[config.mk]
export PLATFORM = sky130hd
export DESIGN_NAME = sum_accumulator
export DESIGN_NICKNAME = d
export VERILOG_FILES = /design/src/rtl/sum_accumulator.sv
export SDC_FILE = /design/constraint.sdc
export NUM_CORES = 1
export LEC_CHECK = 0
export BUFFER_PORTS_ARGS = -buffer_cell sky130_fd_sc_hd__buf_2
export CAP_MARGIN = 20
export CORE_ASPECT_RATIO = 0.8
export CORE_UTILIZATION = 45
export CTS_CLUSTER_SIZE = 8
export DETAILED_ROUTE_END_ITERATION = 16
export PLACE_DENSITY = 0.73
export SYNTH_ARGS = -nofsm -noshare
export SYNTH_HDL_FRONTEND = slang
export SYNTH_SLANG_ARGS = --single-unit
[constraint.sdc]
create_clock -name clk -period 5.3 [get_ports clk]
set_clock_uncertainty 0.05 [all_clocks]
set_input_delay 0.265 -clock clk [delete_from_list [all_inputs] [get_ports clk]]
set_output_delay 0.265 -clock clk [all_outputs]
set_load 0.1 [all_outputs]
[src/rtl/sum_accumulator.sv]
// sum_accumulator: accumulates COUNT adder samples ({carry_out, result}) into a
// frame total. The total is presented with a valid/ready handshake and carries
// a sticky overflow flag.
//
// Handshake: an input transfer happens on a rising edge where in_valid and
// in_ready are both 1. An output transfer happens on a rising edge where
// out_valid and out_ready are both 1. in_ready and out_valid depend only on
// state, never combinationally on in_valid or out_ready.
module sum_accumulator #(
    parameter int WIDTH     = 8,
    parameter int COUNT     = 4,
    parameter int ACC_WIDTH = 16
) (
    input  logic                 clk,
    input  logic                 rst_n,
    input  logic                 in_valid,
    output logic                 in_ready,
    input  logic [WIDTH-1:0]     result,
    input  logic                 carry_out,
    output logic                 out_valid,
    input  logic                 out_ready,
    output logic [ACC_WIDTH-1:0] acc_sum,
    output logic                 acc_overflow,
    output logic [7:0]           sample_cnt
);

    typedef enum logic {
        ACCUM = 1'b0,
        HOLD  = 1'b1
    } state_t;

    // state_q is the observable FSM state for checkers bound to this block.
    state_t               state_q, state_d;
    logic [ACC_WIDTH-1:0] acc_q, acc_d;
    logic                 ovf_q, ovf_d;
    logic [7:0]           cnt_q, cnt_d;

    logic [ACC_WIDTH-1:0] sample;
    logic [ACC_WIDTH:0]   sum_ext;
    logic                 last_sample;

    // The sample is zero-extended; the extra top bit of sum_ext is the carry out of the accumulator.
    assign sample      = ACC_WIDTH'({carry_out, result});
    assign sum_ext     = {1'b0, acc_q} + {1'b0, sample};
    assign last_sample = (cnt_q == 8'(COUNT - 1));

    // Next-state and datapath decode; every signal holds unless a transfer or a handshake changes it.
    always_comb begin
        state_d = state_q;
        acc_d   = acc_q;
        ovf_d   = ovf_q;
        cnt_d   = cnt_q;
        case (state_q)
            ACCUM: begin
                if (in_valid) begin
                    acc_d = sum_ext[ACC_WIDTH-1:0];
                    ovf_d = ovf_q | sum_ext[ACC_WIDTH];
                    cnt_d = cnt_q + 8'd1;
                    if (last_sample) begin
                        state_d = HOLD;
                    end
                end
            end
            HOLD: begin
                if (out_ready) begin
                    acc_d   = '0;
                    ovf_d   = 1'b0;
                    cnt_d   = 8'd0;
                    state_d = ACCUM;
                end
            end
            default: begin
                state_d = ACCUM;
            end
        endcase
    end

    // State register; the synchronous reset discards any partial or pending total.
    always_ff @(posedge clk) begin
        if (!rst_n) begin
            state_q <= ACCUM;
            acc_q   <= '0;
            ovf_q   <= 1'b0;
            cnt_q   <= 8'd0;
        end else begin
            state_q <= state_d;
            acc_q   <= acc_d;
            ovf_q   <= ovf_d;
            cnt_q   <= cnt_d;
        end
    end

    assign in_ready     = (state_q == ACCUM);
    assign out_valid    = (state_q == HOLD);
    assign acc_sum      = acc_q;
    assign acc_overflow = ovf_q;
    assign sample_cnt   = cnt_q;

endmodule
**Word-level counts from Yosys, hierarchy flattened**

Index checks and enable logic that the tools add are counted.
Widths: inputs -> output; s select.

- Bitwise gates (word level): 2
- Mux-type cells: 13
- Add/sub/neg operators: 2
- Reductions and logical operators: 1
- Eq/ne operators: 3

Operators by type and width:

| operator | count |
|---|---|
| $mux 16 | 2 |
| $pmux 16 s2 | 1 |
| $add 16x9->17 | 1 |
| $mux 8 | 2 |
| $pmux 8 s2 | 1 |
| $add 8x1->8 const B | 1 |
| $eq 8x2->1 const B | 1 |
| $mux 1 | 5 |
| $ne 2x2->1 const B | 2 |
| $pmux 1 s2 | 2 |
| $reduce_and 2->1 | 1 |
| $not 1->1 | 1 |
| $or 1x1->1 | 1 |

- Input bits: 13
- Register bits: 26

**Logic depth before layout (Yosys ltp)**

Gate-level depths: netlist (run 1).

- Word-level depth: 4
- Depth in mapped cells: 8
- Depth with buffers taken out: 8

**Worst setup path after synthesis (run 1)**

Ideal clock, no wire load.

- Path type: reg2reg
- Start: reg acc_q[0], in the netlist acc_sum[0]
- End: reg acc_q[12], in the netlist acc_sum[12]
- Setup slack: 2494 ps
- Arrival: 2687 ps
- Setup time: 70 ps
- Buffers on the path: 0
- Clock period less this slack: 2806 ps
- Stages on the path, launching flop included: 9
- Path through: dfxtp_1 -> ha_1 -> inv_1 -> fa_1 -> nand2b_1 -> a211oi_2 -> o21ai_2 -> or3_1 -> a21oi_1

- Word-level cells in the longest chain between the ends: 3

RTL lines:

| item | RTL line | RTL |
|---|---|---|
| from (decl) | 34 | `logic [ACC_WIDTH-1:0] acc_q, acc_d;` |
| from (signal assigned) | 82 | `acc_q <= '0;` |
| from (signal assigned) | 87 | `acc_q <= acc_d;` |
| $add 16x9->17 | 44 | `assign sum_ext = {1'b0, acc_q} + {1'b0, sample};` |
| $mux 16 | 55 | `if (in_valid) begin` |
| $pmux 16 s2 | 53 | `case (state_q)` |

No other way between the ends. The select of a mux whose other input is x is not followed.
A chain may end at the register's enable or synchronous reset.

**Final worst setup path (run 1)**

- Start: reg acc_q[0], in the netlist acc_sum[0]
- End: reg acc_q[14], in the netlist acc_sum[14]

The elaborated chain is that of the path after synthesis.

==> flow_metrics.tcl, run 1 <==
set metrics [dict create \
    status "complete, no violations" \
    dp_hpwl_um 2607 \
    p_per_area_nw_per_um2 301.5 \
    pin_count 40 \
    async_flop_share_pct 0 \
    track_usage_pct 20.49 \
    syn_area_um2 1554 \
    clockBufferDepth 2 \
    fin_nets 249 \
    drive_gt1_share_pct 22.32 \
    reg2reg_depth 8 \
    slew_violations 0 \
    postSynthAreaPerCell_um2 8.266 \
    synthFlopType "dfxtp_1" \
    core_um2 3198 \
    gp_congestion 0.8190 \
    worstSetupPathType "reg2reg" \
    fmax_mhz 460.7 \
    grt-ovfl-total 0 \
    crit_fanout 5 \
    die_y_um 54.56 \
    rsz0062_at_grt "false" \
    min_path_cells 3 \
    cts_resized 0 \
    synth_area_leaders "dfxtp_1 (33%), ha_1 (8.1%), xor2_1 (5.1%)" \
    grt_pass1_vias 1138 \
    synth_seq_cells 26 \
    min_to "out_valid" \
    grt_pass1_wl_um 5471 \
    reg2reg_slack_ns 3.13 \
    cts_buffers 3 \
    die_area_um2 3694 \
    ctsHtreeMaxLevel 1 \
    fin_util_pct 56.77 \
    root_buffer "clkbuf_8" \
    cts_sinks 26 \
    synth_fp_nets 212 \
    synth_top_cell_by_area "dfxtp_1" \
    slew_headroom_pct 35.72 \
    arrival_ns 2.33 \
    antenna_found_initial 0 \
    period_share_pct 40.95 \
    hold_viol 0 \
    finalSetupTns_ns 0 \
    wl_per_cell_um 13.22 \
    fin_crit_ns 2.171 \
    port_buffers 39 \
    hold_slack_ns 0.3090 \
    drc 0 \
    setup_viol 0 \
    r2r-end "acc_sum[14]" \
    clk_latency_ns 0.28 \
    area.growth.synth_to_final_pct 16.83 \
    vias 1465 \
    rows 18 \
    drtIter0Drc 114 \
    critPathRequiredTime_ns 5.46 \
    antenna-diode-count 0 \
    p_leak_nw 0.7966 \
    synth_edf_count 0 \
    cts_hold_repair.buffers 0 \
    ys_seq_area_share_pct 33.49 \
    grt_start_max_net_pins 18 \
    max-cap-violations 0 \
    setup.worst_path.start_class "flip-flop" \
    worst_setup_path_end_kind "flip-flop" \
    drt_wl_total_um 3490 \
    irDropWorstVdd_v 0.0001618 \
    syn_inst 188 \
    clk_pin_slew_worst_paths_ns 0.10 \
    initial_core_util_pct 48.59 \
    worst_pin_slew_ns 0.9455 \
    cts_setup_buffers 0 \
    worstHoldStart "out_ready" \
    r2r_start "acc_sum[0]" \
    min_path_type "in2reg" \
    die_width_um 67.70 \
    synth_top_area_share_pct 33.49 \
    netlist-cell-type-count 44 \
    via_per_inst 5.549 \
    yosys_warnings 0 \
    detail-route-antenna-nets 0 \
    cts_tree "yes" \
    drt_pass1_iterations 4 \
]
==> sequential cells by signal, summed over array words and instances, names as in the netlist <==
register	cells
acc_sum	16
out_valid	1
acc_overflow	1
sample_cnt	8
==> cell type report <==
class / instances / area (um2)
repair buffers: 39 / 195.2
well taps: 40 / 50.05
multi-input cells: 148 / 968.4
clock buffers: 4 / 55.05
fillers: 311 / 1383
inverters: 7 / 26.28
flip-flops and latches: 26 / 520.5
==> Yosys cell counts (4+ instances only) <==
cell	n
a21oi_1	13
and2_1	4
dfxtp_1	26
ha_1	10
inv_1	7
nand2_1	14
nand2b_1	4
nand3_1	11
nand4_1	4
nor2_1	15
nor2b_1	5
nor3_1	4
o211ai_1	4
o21ai_0	13
or3_1	5
xor2_1	9
==> per-stage QoR <==
| step | power [mW] | cell area, um2 | setup slack [ns] | instances |
|---|---|---|---|---|
| 6_report | 0.5474 | 1815 | 3.129 | 264 |
| 5_1_grt | 0.5745 | 1815 | 2.998 | 264 |
| 4_1_cts | 0.5488 | 1815 | 3.121 | 264 |
| 3_5_place_dp | 0.4172 | 1760 | 3.143 | 260 |
| 3_3_place_gp | 0.4161 | 1760 | 3.198 | 260 |
| 2_1_floorplan | 0.3859 | 1554 | 2.494 | 188 |
==> metal layers <==
layer	wire length [um]	track usage, %
met5	0	0
met2	1468	30.69
met4	36	6.383
met3	207	5.000
met1	1777	28.72
==> critical path: stages, from the launching register on <==
cell,delay [ns]
dfxtp_1,0.37
ha_1,0.20
inv_1,0.06
fa_1,0.37
nand2b_1,0.21
a211oi_2,0.26
o21ai_2,0.13
or3_1,0.32
a21oi_1,0.13
==> kinds of logic after synthesis <==
logic type      after synthesis  share of synthesized area [%]
flops                        26                          33.49
fa+ha+maj                    11                          9.340
buf+inv                      14                          4.187
mux                           4                          2.898
simple gates                 72                          23.59
xor+xnor                     12                          6.764
compound gates               49                          19.73
==> worst max-delay path by stage <==
stage | endpoint | from | depth (start not counted) | slack [ns]
final | acc_sum[14] | acc_sum[0] | 8 | 3.13
after global routing | acc_sum[12] | acc_sum[0] | 8 | 3.00
after CTS | acc_sum[14] | acc_sum[0] | 8 | 3.12
after detailed placement | acc_sum[14] | acc_sum[0] | 8 | 3.14
after global placement | acc_sum[12] | result[0] | 9 | 3.20
after floorplan | acc_sum[12] | acc_sum[0] | 8 | 2.49
==> power breakdown <==
| part | internal, mW | switching (mW) |
|---|---|---|
| Combinational | 0.0506 | 0.148 |
| Clock | 0.0666 | 0.0661 |
| Sequential | 0.207 | 0.00964 |
==> placed cells by master (no fill, tap or decap), drive strengths merged, types with 2 or more instances in the layout <==
cell type  instances
nor2              16
o211ai             4
a211oi             3
o21a               2
a31oi              3
dfxtp             26
nand4              4
a21oi             13
ha                10
mux2i              3
nand2b             4
clkbuf             4
o21ai             15
and4               2
inv                7
nand3             11
or3                5
xnor2              3
o22ai              2
buf               39
a22oi              2
and2               4
nor2b              5
nand2             14
xor2               9
nor3               4
No activity file was read; power rests on OpenSTA's default activity.
==> run 2: changes to the inputs <==
- ABC_AREA: default -> 1
- PLACE_DENSITY: 0.73 -> 0.72
- clock period: 5.3 -> 2.2 ns (I/O delays scaled with it)
==> flow_metrics.tcl, run 2 <==
set metrics [dict create \
    status "complete, no violations" \
    fin_nets 328 \
    drc 0 \
    power.internal_mw 0.7580 \
    switchingPower_mw 0.5001 \
    worst_setup_path_end_kind "flip-flop" \
    via_per_inst 5.104 \
    p_leak_nw 1.015 \
    grt_pass1_vias 1457 \
    worst_pin_slew_ns 0.5219 \
    synth_area_leaders "dfxtp_1 (31%), nand2_1 (16%), nand3_1 (8.5%)" \
    cts_sinks 26 \
    cts_tree "yes" \
    clockPowerShare_pct 24.8 \
    synth_top_cell_by_area "dfxtp_1" \
    antenna-diode-count 0 \
    arrival_ns 1.90 \
    cts_resized 0 \
    drtIter0Drc 80 \
    ys_seq_area_share_pct 30.57 \
    core_um2 3518 \
    clk_latency_ns 0.27 \
    gp_congestion 0.8645 \
    port_buffers 39 \
    power_frac_comb_pct 34.3 \
    crit_fanout 4 \
    cts_setup_buffers 0 \
    worstSetupPathType "reg2reg" \
    min_path_type "in2reg" \
    slew_violations 0 \
    synth_top_area_share_pct 30.57 \
    root_buffer "clkbuf_8" \
    cts_buffers 3 \
    drt_pass1_iterations 6 \
    drt_wl_total_um 3826 \
    vias 1761 \
    area.growth.synth_to_final_pct 17.19 \
    synth_common_cells "nand2_1 (74), inv_1 (32), nand3_1 (29)" \
    p_per_area_nw_per_um2 630.4 \
    rsz0062_at_grt "false" \
    cts_hold_repair.buffers 0 \
    pin_count 40 \
    critPathRequiredTime_ns 2.29 \
    netlist-cell-type-count 29 \
    hold_viol 0 \
    grt-ovfl-total 0 \
    yosys.cell_count.top_type "nand2_1" \
    synthFlopType "dfxtp_1" \
    postSynthAreaPerCell_um2 6.475 \
    clk_pin_slew_worst_paths_ns 0.09 \
    fin_crit_ns 1.806 \
    die_y_um 57.02 \
    fmax_mhz 553.6 \
    setup_viol 0 \
    slew_headroom_pct 65.17 \
    worst_slack_ns 0.3937 \
    track_usage_pct 19.95 \
    ctsHtreeMaxLevel 1 \
    irDropWorstVdd_v 0.0005065 \
    largest_reg_flops 16 \
    max-cap-violations 0 \
    preCtsSetupSlack_ns 0.4265 \
    die_width_um 70.78 \
    synth_fp_nets 287 \
    place_area_um2 1941 \
    sw_frac_of_total_pct 39.75 \
    dp_hpwl_um 2970 \
    period_share_pct 82.10 \
    initial_core_util_pct 48.40 \
    yosys_warnings 0 \
    clockBufferDepth 2 \
    layout_commonest_cell "nand2_1" \
    setup.worst_path.start_class "flip-flop" \
    seq_power_share_pct 40.9 \
    grt_start_max_net_pins 15 \
    syn_inst 263 \
    drive_gt1_share_pct 20.13 \
    wl_per_cell_um 11.09 \
    grt_pass1_wl_um 6492 \
    finalInstanceArea_um2 1996 \
    rows 19 \
    async_flop_share_pct 0 \
    antenna_found_initial 0 \
    syn_area_um2 1703 \
    detail-route-antenna-nets 0 \
    finalSetupTns_ns 0 \
    mostFrequentLayoutCells "nand2_1 (74), buf_2 (39), inv_1 (32)" \
    die_area_um2 4036 \
    synth_seq_cells 26 \
    synth_edf_count 0 \
]
[run 2: changes by cell type after synthesis, moves of 9 or more]
cell,delta
nand2_1,+60
xor2_1,-9
inv_1,+25
a21oi_1,+13
nand3_1,+18
nor2_1,+10
o21ai_0,-11
[run 2: cell type report]
class	instances	area (um2)
fill	366	1523
multi-input combinational	196	1012
sequential	26	524.3
timing repair buffer	39	195.2
inverter	38	156.4
clock buffer	4	55.05
tap	42	52.55
[run 2: cells by family (layout without fill, tap and decap cells)]
logic type	count (synthesis)	in the layout	share of synthesized area, %
flip-flops	26	26	30.57
AND/OR/NAND/NOR	151	151	40.41
buffers and inverters	41	81	9.992
adder cells (fa/ha/maj)	11	11	8.523
AO/OA/AOI/OAI	34	34	10.51
[run 2: critical path, cell delays in order, from the launching register on]
cell and delay [ns]:
dfxtp_2 0.35, ha_1 0.20, inv_1 0.07, fa_1 0.35
inv_1 0.11, nand2_1 0.06, nand3_1 0.14, nand3_1 0.12
nand2_1 0.07, nand2_1 0.05, nand3_1 0.06, a21oi_1 0.06
[run 2: path summary, 6_finish.rpt]
kind	slack [ns]	cells past startpoint	startpoint	end
max reg2reg	0.39	11	acc_sum[0]	acc_sum[8]
max	0.39	11	acc_sum[0]	acc_sum[8]
min	0.06	3	rst_n	sample_cnt[0]
min reg2reg	0.40	2	acc_overflow	acc_overflow
[run 2: layer usage]
| metal | wire length [um] | global-route usage [%] | up-vias |
|---|---|---|---|
| met1 | 2090 | 30.19 | 781 |
| met5 | 0 | 0 | - |
| met4 | 13 | 1.714 | 0 |
| li1 | - | - | 931 |
| met2 | 1532 | 30.63 | 47 |
| met3 | 189 | 3.887 | 2 |
[run 2: stage by stage]
stage | utilization (%) | instances | hold WS (ns) | total power, mW
after floorplan | - | 263 | 0.1984 | 0.8729
after global placement | 55.16 | 341 | 0.3254 | 0.9506
after detailed placement | 55.16 | 341 | 0.3362 | 0.9535
after CTS | 56.72 | 345 | 0.04139 | 1.265
after global routing | 56.72 | 345 | 0.03673 | 1.328
final | 56.72 | 345 | 0.05556 | 1.258
[run 2: power by group through the flow]
stage / clock [mW] / sequential, mW / combinational (mW)
2_1_floorplan: 0 / 0.684 / 0.189
3_3_place_gp: 0 / 0.524 / 0.426
3_5_place_dp: 0 / 0.525 / 0.428
4_1_cts: 0.322 / 0.514 / 0.429
5_1_grt: 0.341 / 0.518 / 0.470
6_report: 0.312 / 0.514 / 0.432
==> run 3: changes to the inputs <==
- PLACE_DENSITY: 0.72 -> 0.74
- clock period: 2.2 -> 1.6 ns (I/O delays scaled with it)
==> flow_metrics.tcl, run 3 (synthesis gave the netlist of run 2 again) <==
set metrics [dict create \
    status "complete, but fails checks" \
    violations "setup timing" \
    drt_wl_total_um 4219 \
    critPathRequiredTime_ns 1.72 \
    drc 0 \
    fmax_mhz 609.6 \
    period_share_pct 102.5 \
    mostFrequentLayoutCells "nand2_1 (72), buf_2 (39), inv_1 (30)" \
    irDropWorstVdd_v 0.0006044 \
    worst_pin_slew_ns 0.4859 \
    worst_setup_path_end_kind "flip-flop" \
    cts_tree "yes" \
    detail-route-antenna-nets 0 \
    cts_sinks 26 \
    gp_congestion 0.8690 \
    root_buffer "clkbuf_8" \
    fin_crit_ns 1.640 \
    clockBufferDepth 2 \
    die_y_um 57.02 \
    crit_fanout 4 \
    drive_gt1_share_pct 37.42 \
    cts_buffers 3 \
    fin_nets 335 \
    core_um2 3518 \
    setup_viol 3 \
    antenna-diode-count 0 \
    setup.worst_path.start_class "flip-flop" \
    grt_pass1_vias 1549 \
    rsz0062_at_grt "true" \
    drt_pass1_iterations 6 \
    port_buffers 39 \
    hold_viol 0 \
    p_per_area_nw_per_um2 784.2 \
    preCtsSetupSlack_ns -0.01197 \
    layout_commonest_cell "nand2_1" \
    ctsHtreeMaxLevel 1 \
    wl_per_cell_um 11.99 \
    finalSetupTns_ns -0.05534 \
    min_path_type "in2reg" \
    grt_pass1_wl_um 6989 \
    worstSetupPathType "reg2reg" \
    p_leak_nw 1.082 \
    drtIter0Drc 78 \
    grt_start_max_net_pins 15 \
    clk_latency_ns 0.28 \
    arrival_ns 1.76 \
    track_usage_pct 21.49 \
    largest_reg_flops 16 \
    rows 19 \
    die_width_um 70.78 \
    clk_pin_slew_worst_paths_ns 0.10 \
    grt-ovfl-total 0 \
    worst_slack_ns -0.04032 \
    dp_hpwl_um 3047 \
    area.growth.synth_to_final_pct 35.93 \
    via_per_inst 5.077 \
    vias 1787 \
    initial_core_util_pct 48.40 \
    max-cap-violations 0 \
    slew_violations 0 \
    antenna_found_initial 0 \
    slew_headroom_pct 67.83 \
    die_area_um2 4036 \
    pin_count 40 \
]
[run 3: critical path: stages, from the launching register on]
cell     delay, ns
dfxtp_4       0.37
ha_4          0.13
inv_2         0.03
fa_2          0.32
inv_2         0.10
nand2_2       0.08
nand3_4       0.11
nand3_4       0.09
nand2_1       0.07
nand2_1       0.07
nand3_2       0.07
a21oi_2       0.05
[run 3: through the flow]
stage                     power, mW  util, %  hold WS, ns  cells  cell area [um2]
after floorplan               1.226        -       0.1584    263             1836
final                         1.815    65.79      0.03938    352             2315
after detailed placement      1.351    59.67       0.2861    345             2100
after global routing          1.905    65.79      0.03905    352             2315
after global placement        1.344    59.67       0.2839    345             2100
after CTS                     1.763    62.20      0.03877    352             2188
[run 3: repair_timing]
action,CTS,global route
gates resized for setup,4,22
pin swaps,3,3
hold endpoints to repair,1,0
hold buffers,1,0
setup endpoints to repair,3,11
setup buffers,2,0
[run 3: per-layer routing]
layer,wire (um),global-route usage [%],vias to the layer above,share of wire (%)
met5,0,0,-,0
met4,21,3.429,0,0.50
met3,206,4.770,2,4.9
met2,1939,33.93,44,46
met1,2052,30.78,802,49
li1,-,-,939,-
[run 3: final cells by class]
| cell class | count | area, um2 |
|---|---|---|
| clock buffer | 3 | 41.29 |
| clock inverter | 1 | 3.754 |
| fill | 335 | 1204 |
| inverter | 38 | 161.4 |
| multi-input combinational | 196 | 1225 |
| sequential | 26 | 580.6 |
| tap | 42 | 52.55 |
| timing repair buffer | 46 | 250.2 |
[run 3: worst paths after layout]
path | startpoint | to | slack (ns) | depth (start not counted)
worst max-delay path | acc_sum[0] | acc_sum[8] | -0.04 | 11
worst max register to register | acc_sum[0] | acc_sum[8] | -0.04 | 11
worst min-delay path | out_ready | out_valid | 0.04 | 4
worst min register to register | acc_overflow | acc_overflow | 0.41 | 2
[run 3: report_power, final]
group	internal, mW	switching [mW]	total [mW]
Clock	0.173	0.224	0.397
Combinational	0.210	0.495	0.705
Sequential	0.677	0.0361	0.714
Total	1.06	0.755	1.82
